===== config.mk =====
export PLATFORM = sky130hd
export DESIGN_NAME = shift_seq_ctrl
export DESIGN_NICKNAME = d
export VERILOG_FILES = /design/src/rtl/shift_seq_ctrl_pkg.sv /design/src/rtl/shift_seq_ctrl_step.sv /design/src/rtl/shift_seq_ctrl.sv
export SDC_FILE = /design/constraint.sdc
export NUM_CORES = 1
export LEC_CHECK = 0
export BUFFER_PORTS_ARGS = -buffer_cell sky130_fd_sc_hd__buf_4
export CORE_UTILIZATION = 31
export DETAILED_ROUTE_END_ITERATION = 10
export PLACE_DENSITY = 0.5
export SLEW_MARGIN = 20
export SYNTH_ARGS = -nofsm -noshare
export SYNTH_HDL_FRONTEND = slang
export SYNTH_SLANG_ARGS = --single-unit

===== constraint.sdc =====
create_clock -name clk -period 6 [get_ports clk]
set_input_delay 0.3 -clock clk [delete_from_list [all_inputs] [get_ports clk]]
set_output_delay 0.3 -clock clk [all_outputs]
set_load 0.03 [all_outputs]

===== src/rtl/shift_seq_ctrl_pkg.sv =====
// ---------------------------------------------------------------------------
// shift_seq_ctrl_pkg
// Shared encodings for the iterative ALU shift sequencer.
//   - Shift operation codes as seen on in_op (2'b10 is reserved and is
//     executed as a logical right shift).
//   - FSM state encoding for shift_seq_ctrl.
//   - Small helpers used by the controller and its shift stage.
// ---------------------------------------------------------------------------
package shift_seq_ctrl_pkg;

  // Operation encodings
  localparam logic [1:0] SHIFT_SLL = 2'b00;
  localparam logic [1:0] SHIFT_SRL = 2'b01;
  localparam logic [1:0] SHIFT_RSV = 2'b10;
  localparam logic [1:0] SHIFT_SRA = 2'b11;

  // Sequencer states
  typedef enum logic [1:0] {
    ST_IDLE  = 2'd0,
    ST_SHIFT = 2'd1,
    ST_DONE  = 2'd2
  } state_t;

  // True when the operation fills vacated bits with the sign bit.
  function automatic logic is_arith(input logic [1:0] op);
    return (op == SHIFT_SRA);
  endfunction

  // True when the operation moves bits towards the MSB.
  function automatic logic is_left(input logic [1:0] op);
    return (op == SHIFT_SLL);
  endfunction

endpackage : shift_seq_ctrl_pkg


===== src/rtl/shift_seq_ctrl_step.sv =====
// ---------------------------------------------------------------------------
// shift_step
// Bounded per-cycle shift stage used by shift_seq_ctrl. Purely combinational.
//
// Parameters
//   N    : datapath width in bits
//   STEP : largest shift distance this stage must support per cycle
//   KW   : width of the k input, wide enough to hold 0..STEP
//
// Ports
//   acc : operand to shift
//   k   : shift distance, 0..STEP
//   op  : operation code (SLL / SRL / SRA; the reserved code acts as SRL)
//   z   : acc shifted by k according to op
// ---------------------------------------------------------------------------
module shift_step
  import shift_seq_ctrl_pkg::*;
#(
  parameter int N    = 32,
  parameter int STEP = 8,
  parameter int KW   = $clog2(STEP + 1)
) (
  input  logic [N-1:0]  acc,
  input  logic [KW-1:0] k,
  input  logic [1:0]    op,
  output logic [N-1:0]  z
);

  always_comb begin
    z = acc >> k;
    if (is_left(op)) begin
      z = acc << k;
    end else if (is_arith(op)) begin
      // Arithmetic shift replicates the current MSB into vacated bits.
      z = $unsigned($signed(acc) >>> k);
    end
  end

endmodule : shift_step


===== src/rtl/shift_seq_ctrl.sv =====
// ---------------------------------------------------------------------------
// shift_seq_ctrl
// Multi-cycle shift sequencer for the ALU shift path. Accepts one request
// per valid/ready handshake, applies SLL/SRL/SRA in chunks of at most STEP
// bits per cycle through shift_step, then holds the result until taken.
//
// Handshakes (both sides): a transfer happens on a rising clk edge where
// valid and ready are both high. in_ready is high only in IDLE; out_valid
// is high only in DONE and, once high, stays high with out_z stable until
// out_ready is seen. Input operands are sampled on the accept edge only.
//
// Parameters
//   N    : datapath width (power of two)
//   STEP : maximum shift distance applied per cycle (1..N-1)
//
// Ports
//   clk       : rising-edge clock
//   rst       : asynchronous, active-high reset
//   in_valid  : request present
//   in_ready  : block can accept a request (IDLE and not in reset)
//   in_x      : operand to shift
//   in_s      : unsigned shift amount
//   in_op     : 00 SLL, 01 SRL, 11 SRA, 10 reserved (runs as SRL)
//   out_valid : result available (DONE)
//   out_ready : consumer takes the result
//   out_z     : shift result
//   busy      : high in SHIFT or DONE
//
// Latency from accept edge to out_valid: 1 edge when in_s is 0 or >= N,
// otherwise 1 + ceil(in_s / STEP) edges.
// ---------------------------------------------------------------------------
module shift_seq_ctrl
  import shift_seq_ctrl_pkg::*;
#(
  parameter int N    = 32,
  parameter int STEP = 8
) (
  input  logic         clk,
  input  logic         rst,
  input  logic         in_valid,
  output logic         in_ready,
  input  logic [N-1:0] in_x,
  input  logic [31:0]  in_s,
  input  logic [1:0]   in_op,
  output logic         out_valid,
  input  logic         out_ready,
  output logic [N-1:0] out_z,
  output logic         busy
);

  localparam int LOG2N = $clog2(N);
  // One extra bit so the remaining count can hold N-1 without any wrap.
  localparam int RW    = LOG2N + 1;
  localparam int KW    = $clog2(STEP + 1);

  localparam logic [RW-1:0] STEP_R = RW'(STEP);

  state_t        state;
  state_t        state_next;

  logic [N-1:0]  acc;
  logic [N-1:0]  acc_next;
  logic [RW-1:0] rem;
  logic [RW-1:0] rem_next;
  logic [RW-1:0] rem_after;
  logic [1:0]    op_q;
  logic [1:0]    op_next;

  logic          accept;
  logic          s_big;
  logic          s_zero;
  logic [KW-1:0] k;
  logic [N-1:0]  step_z;

  assign accept = in_valid && in_ready;
  assign s_big  = (in_s >= 32'(N));
  assign s_zero = (in_s == 32'd0);

  // Chunk applied this cycle: min(rem, STEP).
  always_comb begin
    k = KW'(rem);
    if (rem > STEP_R) begin
      k = KW'(STEP);
    end
  end

  assign rem_after = rem - RW'(k);

  shift_step #(
    .N    (N),
    .STEP (STEP),
    .KW   (KW)
  ) u_step (
    .acc (acc),
    .k   (k),
    .op  (op_q),
    .z   (step_z)
  );

  // -------------------------------------------------------------------------
  // FSM: state register
  // -------------------------------------------------------------------------
  always_ff @(posedge clk or posedge rst) begin
    if (rst) begin
      state <= ST_IDLE;
    end else begin
      state <= state_next;
    end
  end

  // -------------------------------------------------------------------------
  // FSM: next-state logic
  // -------------------------------------------------------------------------
  always_comb begin
    state_next = state;
    unique case (state)
      ST_IDLE: begin
        if (accept) begin
          // Zero and out-of-range amounts resolve in the accept cycle.
          if (s_big || s_zero) begin
            state_next = ST_DONE;
          end else begin
            state_next = ST_SHIFT;
          end
        end
      end
      ST_SHIFT: begin
        if (rem_after == '0) begin
          state_next = ST_DONE;
        end
      end
      ST_DONE: begin
        if (out_ready) begin
          state_next = ST_IDLE;
        end
      end
      default: begin
        state_next = ST_IDLE;
      end
    endcase
  end

  // -------------------------------------------------------------------------
  // FSM: outputs
  // -------------------------------------------------------------------------
  always_comb begin
    // rst gates in_ready combinationally so nothing is accepted while the
    // reset is still asserted.
    in_ready  = (state == ST_IDLE) && !rst;
    out_valid = (state == ST_DONE);
    busy      = (state == ST_SHIFT) || (state == ST_DONE);
    out_z     = acc;
  end

  // -------------------------------------------------------------------------
  // Datapath: accumulator, remaining count and latched operation
  // -------------------------------------------------------------------------
  always_comb begin
    acc_next = acc;
    rem_next = rem;
    op_next  = op_q;
    unique case (state)
      ST_IDLE: begin
        if (accept) begin
          op_next = in_op;
          if (s_big) begin
            acc_next = is_arith(in_op) ? {N{in_x[N-1]}} : '0;
            rem_next = '0;
          end else if (s_zero) begin
            acc_next = in_x;
            rem_next = '0;
          end else begin
            // Upper bits of in_s are zero here, so only the low bits matter.
            acc_next = in_x;
            rem_next = RW'(in_s[LOG2N-1:0]);
          end
        end
      end
      ST_SHIFT: begin
        acc_next = step_z;
        rem_next = rem_after;
      end
      default: begin
        // DONE holds acc so out_z stays stable under backpressure.
      end
    endcase
  end

  always_ff @(posedge clk or posedge rst) begin
    if (rst) begin
      acc  <= '0;
      rem  <= '0;
      op_q <= SHIFT_SRL;
    end else begin
      acc  <= acc_next;
      rem  <= rem_next;
      op_q <= op_next;
    end
  end

endmodule : shift_seq_ctrl


==> results.json <==
{
  "synth-edff-count": 0,
  "finalWirelength_um": 29400,
  "detailedPlace.worstSlack_ns": 2.18,
  "maximum_number_of_pins_on_one_net_before_global_route_repair": 47,
  "globalRoute.totalOverflow": 0,
  "maxCapViolCount": 0,
  "cp_data_arrival_time_ns": 4.24,
  "insertion_delay_ns": 0.31,
  "rows": 48,
  "critPathCapture": "out_z[30]$_DFFE_PP0P_",
  "fp.dieH_um": 136,
  "drc_markers": 0,
  "pin_count": 105,
  "hp-class": "input port to asynchronous set/reset pin",
  "power_mw": 2.74,
  "worst_r2r_path_depth": 9,
  "cp_cell_sequence": "inv_1, ha_1, buf_4, nor3b_2, nand2_1, nor2_1, a22oi_1, o2111ai_1, o22a_1",
  "number_of_buffers_added_for_setup_after_cts": 0,
  "finalWorstSetupSlack_ns": 2.01,
  "share_clk_of_total_power_pct": 12.6,
  "grt_antenna_before_repair": 0,
  "number_of_logic_stages_on_the_critical_path_including_buffering": 9,
  "start_util_pct": 31.9,
  "wire_per_inst_um": 28.7,
  "final-max-slew-violation-count": 0,
  "r2r_slack_ns": 2.01,
  "grt_first_pass_wirelength_um": 43700,
  "critical_path_class": "register to register",
  "unrepaired_setup_endpoints_after_global_routing": "false",
  "synth.yosys.seq_area_share_pct": 18.9,
  "cp_slowest_stage_delay_ns": 0.89,
  "syn_area_per_cell_um2": 7.35,
  "setup_viol_count_final": 0,
  "p_leak_nw": 2.53,
  "number_of_antenna_diodes": 0,
  "chipWidth_um": 136,
  "combinationalPowerShare_pct": 55.5,
  "cts_max_level": 2,
  "ys_ff_latch": 42,
  "critical_path.n_buffers_inverters": 2,
  "crit_family": "simple AND/OR/NAND/NOR gates",
  "cts.sinks": 42,
  "path_clk_slew_ns": 0.07,
  "post-route-util_pct": 37.8,
  "crit_path_top_delay_cell": "sky130_fd_sc_hd__nor2_1",
  "synth_nets": 830,
  "mostFrequentLayoutCell": "sky130_fd_sc_hd__buf_4",
  "seq_power_share_pct": 32.0,
  "share_of_the_cycle_needed_by_the_critical_path_after_routing_pct": 66.5,
  "critical_path.startpoint": "state[1]$_DFFE_PP0P_",
  "outcome": "complete, no violations",
  "grt_pass1_vias": 6743,
  "top_library_cells_by_usage_in_the_layout_fill_and_taps_aside": "124 x sky130_fd_sc_hd__buf_4, 94 x sky130_fd_sc_hd__nand2_1, 79 x sky130_fd_sc_hd__mux2i_1, 64 x sky130_fd_sc_hd__a21oi_1, 49 x sky130_fd_sc_hd__nor2_1",
  "dr_total_vias": 7161,
  "drtAntennaViolNets": 0,
  "fillCellCount": 1882,
  "dp.final_hpwl_um": 20100,
  "timing.final.crit_period_ns": 3.99,
  "vias_per_cell": 6.99,
  "die_area_um2": 18500,
  "nets": 871,
  "cts_root_buf": "sky130_fd_sc_hd__clkbuf_16",
  "power_density_nw_per_um2": 416,
  "totalNegativeSetupSlack_ns": 0,
  "syn-instance-count": 757,
  "hold_viol": 0,
  "globalplace.congestion": 0.974,
  "core_area_um2": 17400,
  "critPathMaxFanout": 26,
  "ys_warn_count": 0,
  "irDropWorstVdd_mv": 0.204,
  "worst_clock_skew_ns": 0.00813,
  "drive_gt1_share_pct": 19.1,
  "netSwitchingFraction_pct": 57.3,
  "total_switching_power_mw": 1.57,
  "cts_max_path_buffers": 2,
  "area_delta_synth_final_pct": 18.2,
  "crit-reg2reg-launch": "state[1]$_DFFE_PP0P_",
  "worst_r2r_endpoint": "out_z[30]$_DFFE_PP0P_",
  "cp.required_ns": 6.26,
  "post_cts_resized": 0,
  "synth_area_um2": 5560,
  "groute.usage.overall_pct": 31.9,
  "max-slew-margin-rel_pct": 23.0,
  "timing.fmax_mhz": 251,
  "drt_iter0_markers": 1030,
  "ys_async_sr_fraction_pct": 100,
  "cts_inserted_buffers": 5,
  "drt_pre_antenna_iters": 6,
  "timing_worst_slew_pin_value_ns": 1.15,
  "cts_tree": "done",
  "setup.worst_path.start_class": "register",
  "port_buffers": 104,
  "kind_of_end_point_of_the_critical_path": "register",
  "postSynth.topFlopCell": "sky130_fd_sc_hd__dfrtp_1",
  "cell_internal_pwr_mw": 1.17,
  "yosys.cell_types.count": 70,
  "cts_hold_buffers": 0
}
registers in the layout (all words and copies together), names as in the netlist:
register,cells
out_z,32
rem,6
op_q,2
state,2
synth_stat cells (7+ instances only):
cell type | instances | area, um^2
sky130_fd_sc_hd__a2bb2oi_1 | 7 | 61.3
sky130_fd_sc_hd__nand2_1 | 94 | 353
sky130_fd_sc_hd__inv_1 | 7 | 26.3
sky130_fd_sc_hd__o21ai_0 | 28 | 140
sky130_fd_sc_hd__o22a_1 | 14 | 123
sky130_fd_sc_hd__o2111ai_1 | 7 | 61.3
sky130_fd_sc_hd__nand4_1 | 7 | 43.8
sky130_fd_sc_hd__a32oi_1 | 7 | 61.3
sky130_fd_sc_hd__a21oi_1 | 64 | 320
sky130_fd_sc_hd__a221oi_1 | 9 | 78.8
sky130_fd_sc_hd__nand3_1 | 29 | 145
sky130_fd_sc_hd__o32a_1 | 7 | 70.1
sky130_fd_sc_hd__a211oi_1 | 20 | 150
sky130_fd_sc_hd__nor2b_1 | 7 | 43.8
sky130_fd_sc_hd__o221ai_1 | 8 | 70.1
sky130_fd_sc_hd__a22oi_1 | 23 | 173
sky130_fd_sc_hd__nor2_1 | 50 | 188
sky130_fd_sc_hd__and2_1 | 7 | 43.8
sky130_fd_sc_hd__a31oi_1 | 16 | 100
sky130_fd_sc_hd__clkbuf_1 | 56 | 210
sky130_fd_sc_hd__o22ai_1 | 17 | 106
sky130_fd_sc_hd__dfrtp_1 | 41 | 1030
sky130_fd_sc_hd__buf_1 | 8 | 30.0
sky130_fd_sc_hd__mux2i_1 | 79 | 791
sky130_fd_sc_hd__nor4_1 | 11 | 68.8
sky130_fd_sc_hd__buf_2 | 22 | 110
sky130_fd_sc_hd__nor3_1 | 14 | 70.1
through the flow:
| step | hold WS [ns] | cells | area [um^2] |
|---|---|---|---|
| after floorplan | 0.452 | 757 | 5560 |
| after global placement | 0.505 | 1016 | 6410 |
| after detailed placement | 0.516 | 1016 | 6410 |
| after CTS | 0.218 | 1024 | 6580 |
| after global routing | 0.252 | 1024 | 6580 |
| final | 0.186 | 1024 | 6580 |
power by group through the flow:
| stage | combinational (mW) | clock, mW | sequential (mW) |
|---|---|---|---|
| 5_1_grt | 1.61 | 0.349 | 0.876 |
| 6_report | 1.52 | 0.344 | 0.875 |
| 3_3_place_gp | 1.49 | 0 | 0.854 |
| 3_5_place_dp | 1.48 | 0 | 0.850 |
| 2_1_floorplan | 0.923 | 0 | 0.752 |
| 4_1_cts | 1.49 | 0.343 | 0.844 |
area by class of cell:
type	instances	area [um^2]	area share (%)
tap	225	282	4.28
sequential	42	1050	16.0
timing repair buffer	124	931	14.2
clock inverter	3	40.0	0.609
clock buffer	5	125	1.90
multi-input combinational	617	4120	62.6
inverter	8	30.0	0.457
layer usage:
metal	share of wire, %	track usage, %	wire, um	vias up
met5	0	0	0	-
met4	5.0	14.1	1460	0
met2	43	47.3	12600	588
met1	41	43.1	12000	3430
li1	-	-	-	3018
met3	11	8.20	3370	125
worst min-delay path by stage:
| stage | cells past startpoint | to | from | slack, ns |
|---|---|---|---|---|
| floorplan | 1 | op_q[1]$_DFFE_PP0P_ | in_op[1] | 0.45 |
| global route | 3 | out_z[5]$_DFFE_PP0P_ | rst | 0.25 |
| CTS | 3 | state[0]$_DFFE_PP0P_ | rst | 0.22 |
| finish | 3 | state[0]$_DFFE_PP0P_ | rst | 0.19 |
| detailed placement | 2 | state[0]$_DFFE_PP0P_ | state[0]$_DFFE_PP0P_ | 0.52 |
| global placement | 2 | state[0]$_DFFE_PP0P_ | state[0]$_DFFE_PP0P_ | 0.50 |
worst reg2reg max path, cell delays in order, from the launching register on:
cell                        delay, ns
sky130_fd_sc_hd__dfrtp_1         0.38
sky130_fd_sc_hd__inv_1           0.09
sky130_fd_sc_hd__ha_1            0.15
sky130_fd_sc_hd__buf_4           0.34
sky130_fd_sc_hd__nor3b_2         0.84
sky130_fd_sc_hd__nand2_1         0.67
sky130_fd_sc_hd__nor2_1          0.89
sky130_fd_sc_hd__a22oi_1         0.24
sky130_fd_sc_hd__o2111ai_1       0.18
sky130_fd_sc_hd__o22a_1          0.14
cell families (layout without fill, tap and decap cells):
kind of cell / Yosys count / after routing / share of synthesized area (%)
adder cells (fa/ha/maj): 3 / 3 / 0.675
multiplexers: 83 / 83 / 15.2
AND/OR/NAND/NOR: 244 / 244 / 21.3
buffers and inverters: 98 / 140 / 7.51
AO/OA/AOI/OAI: 287 / 287 / 36.4
flip-flops: 42 / 42 / 18.9
(Power assumes the default switching activity.)
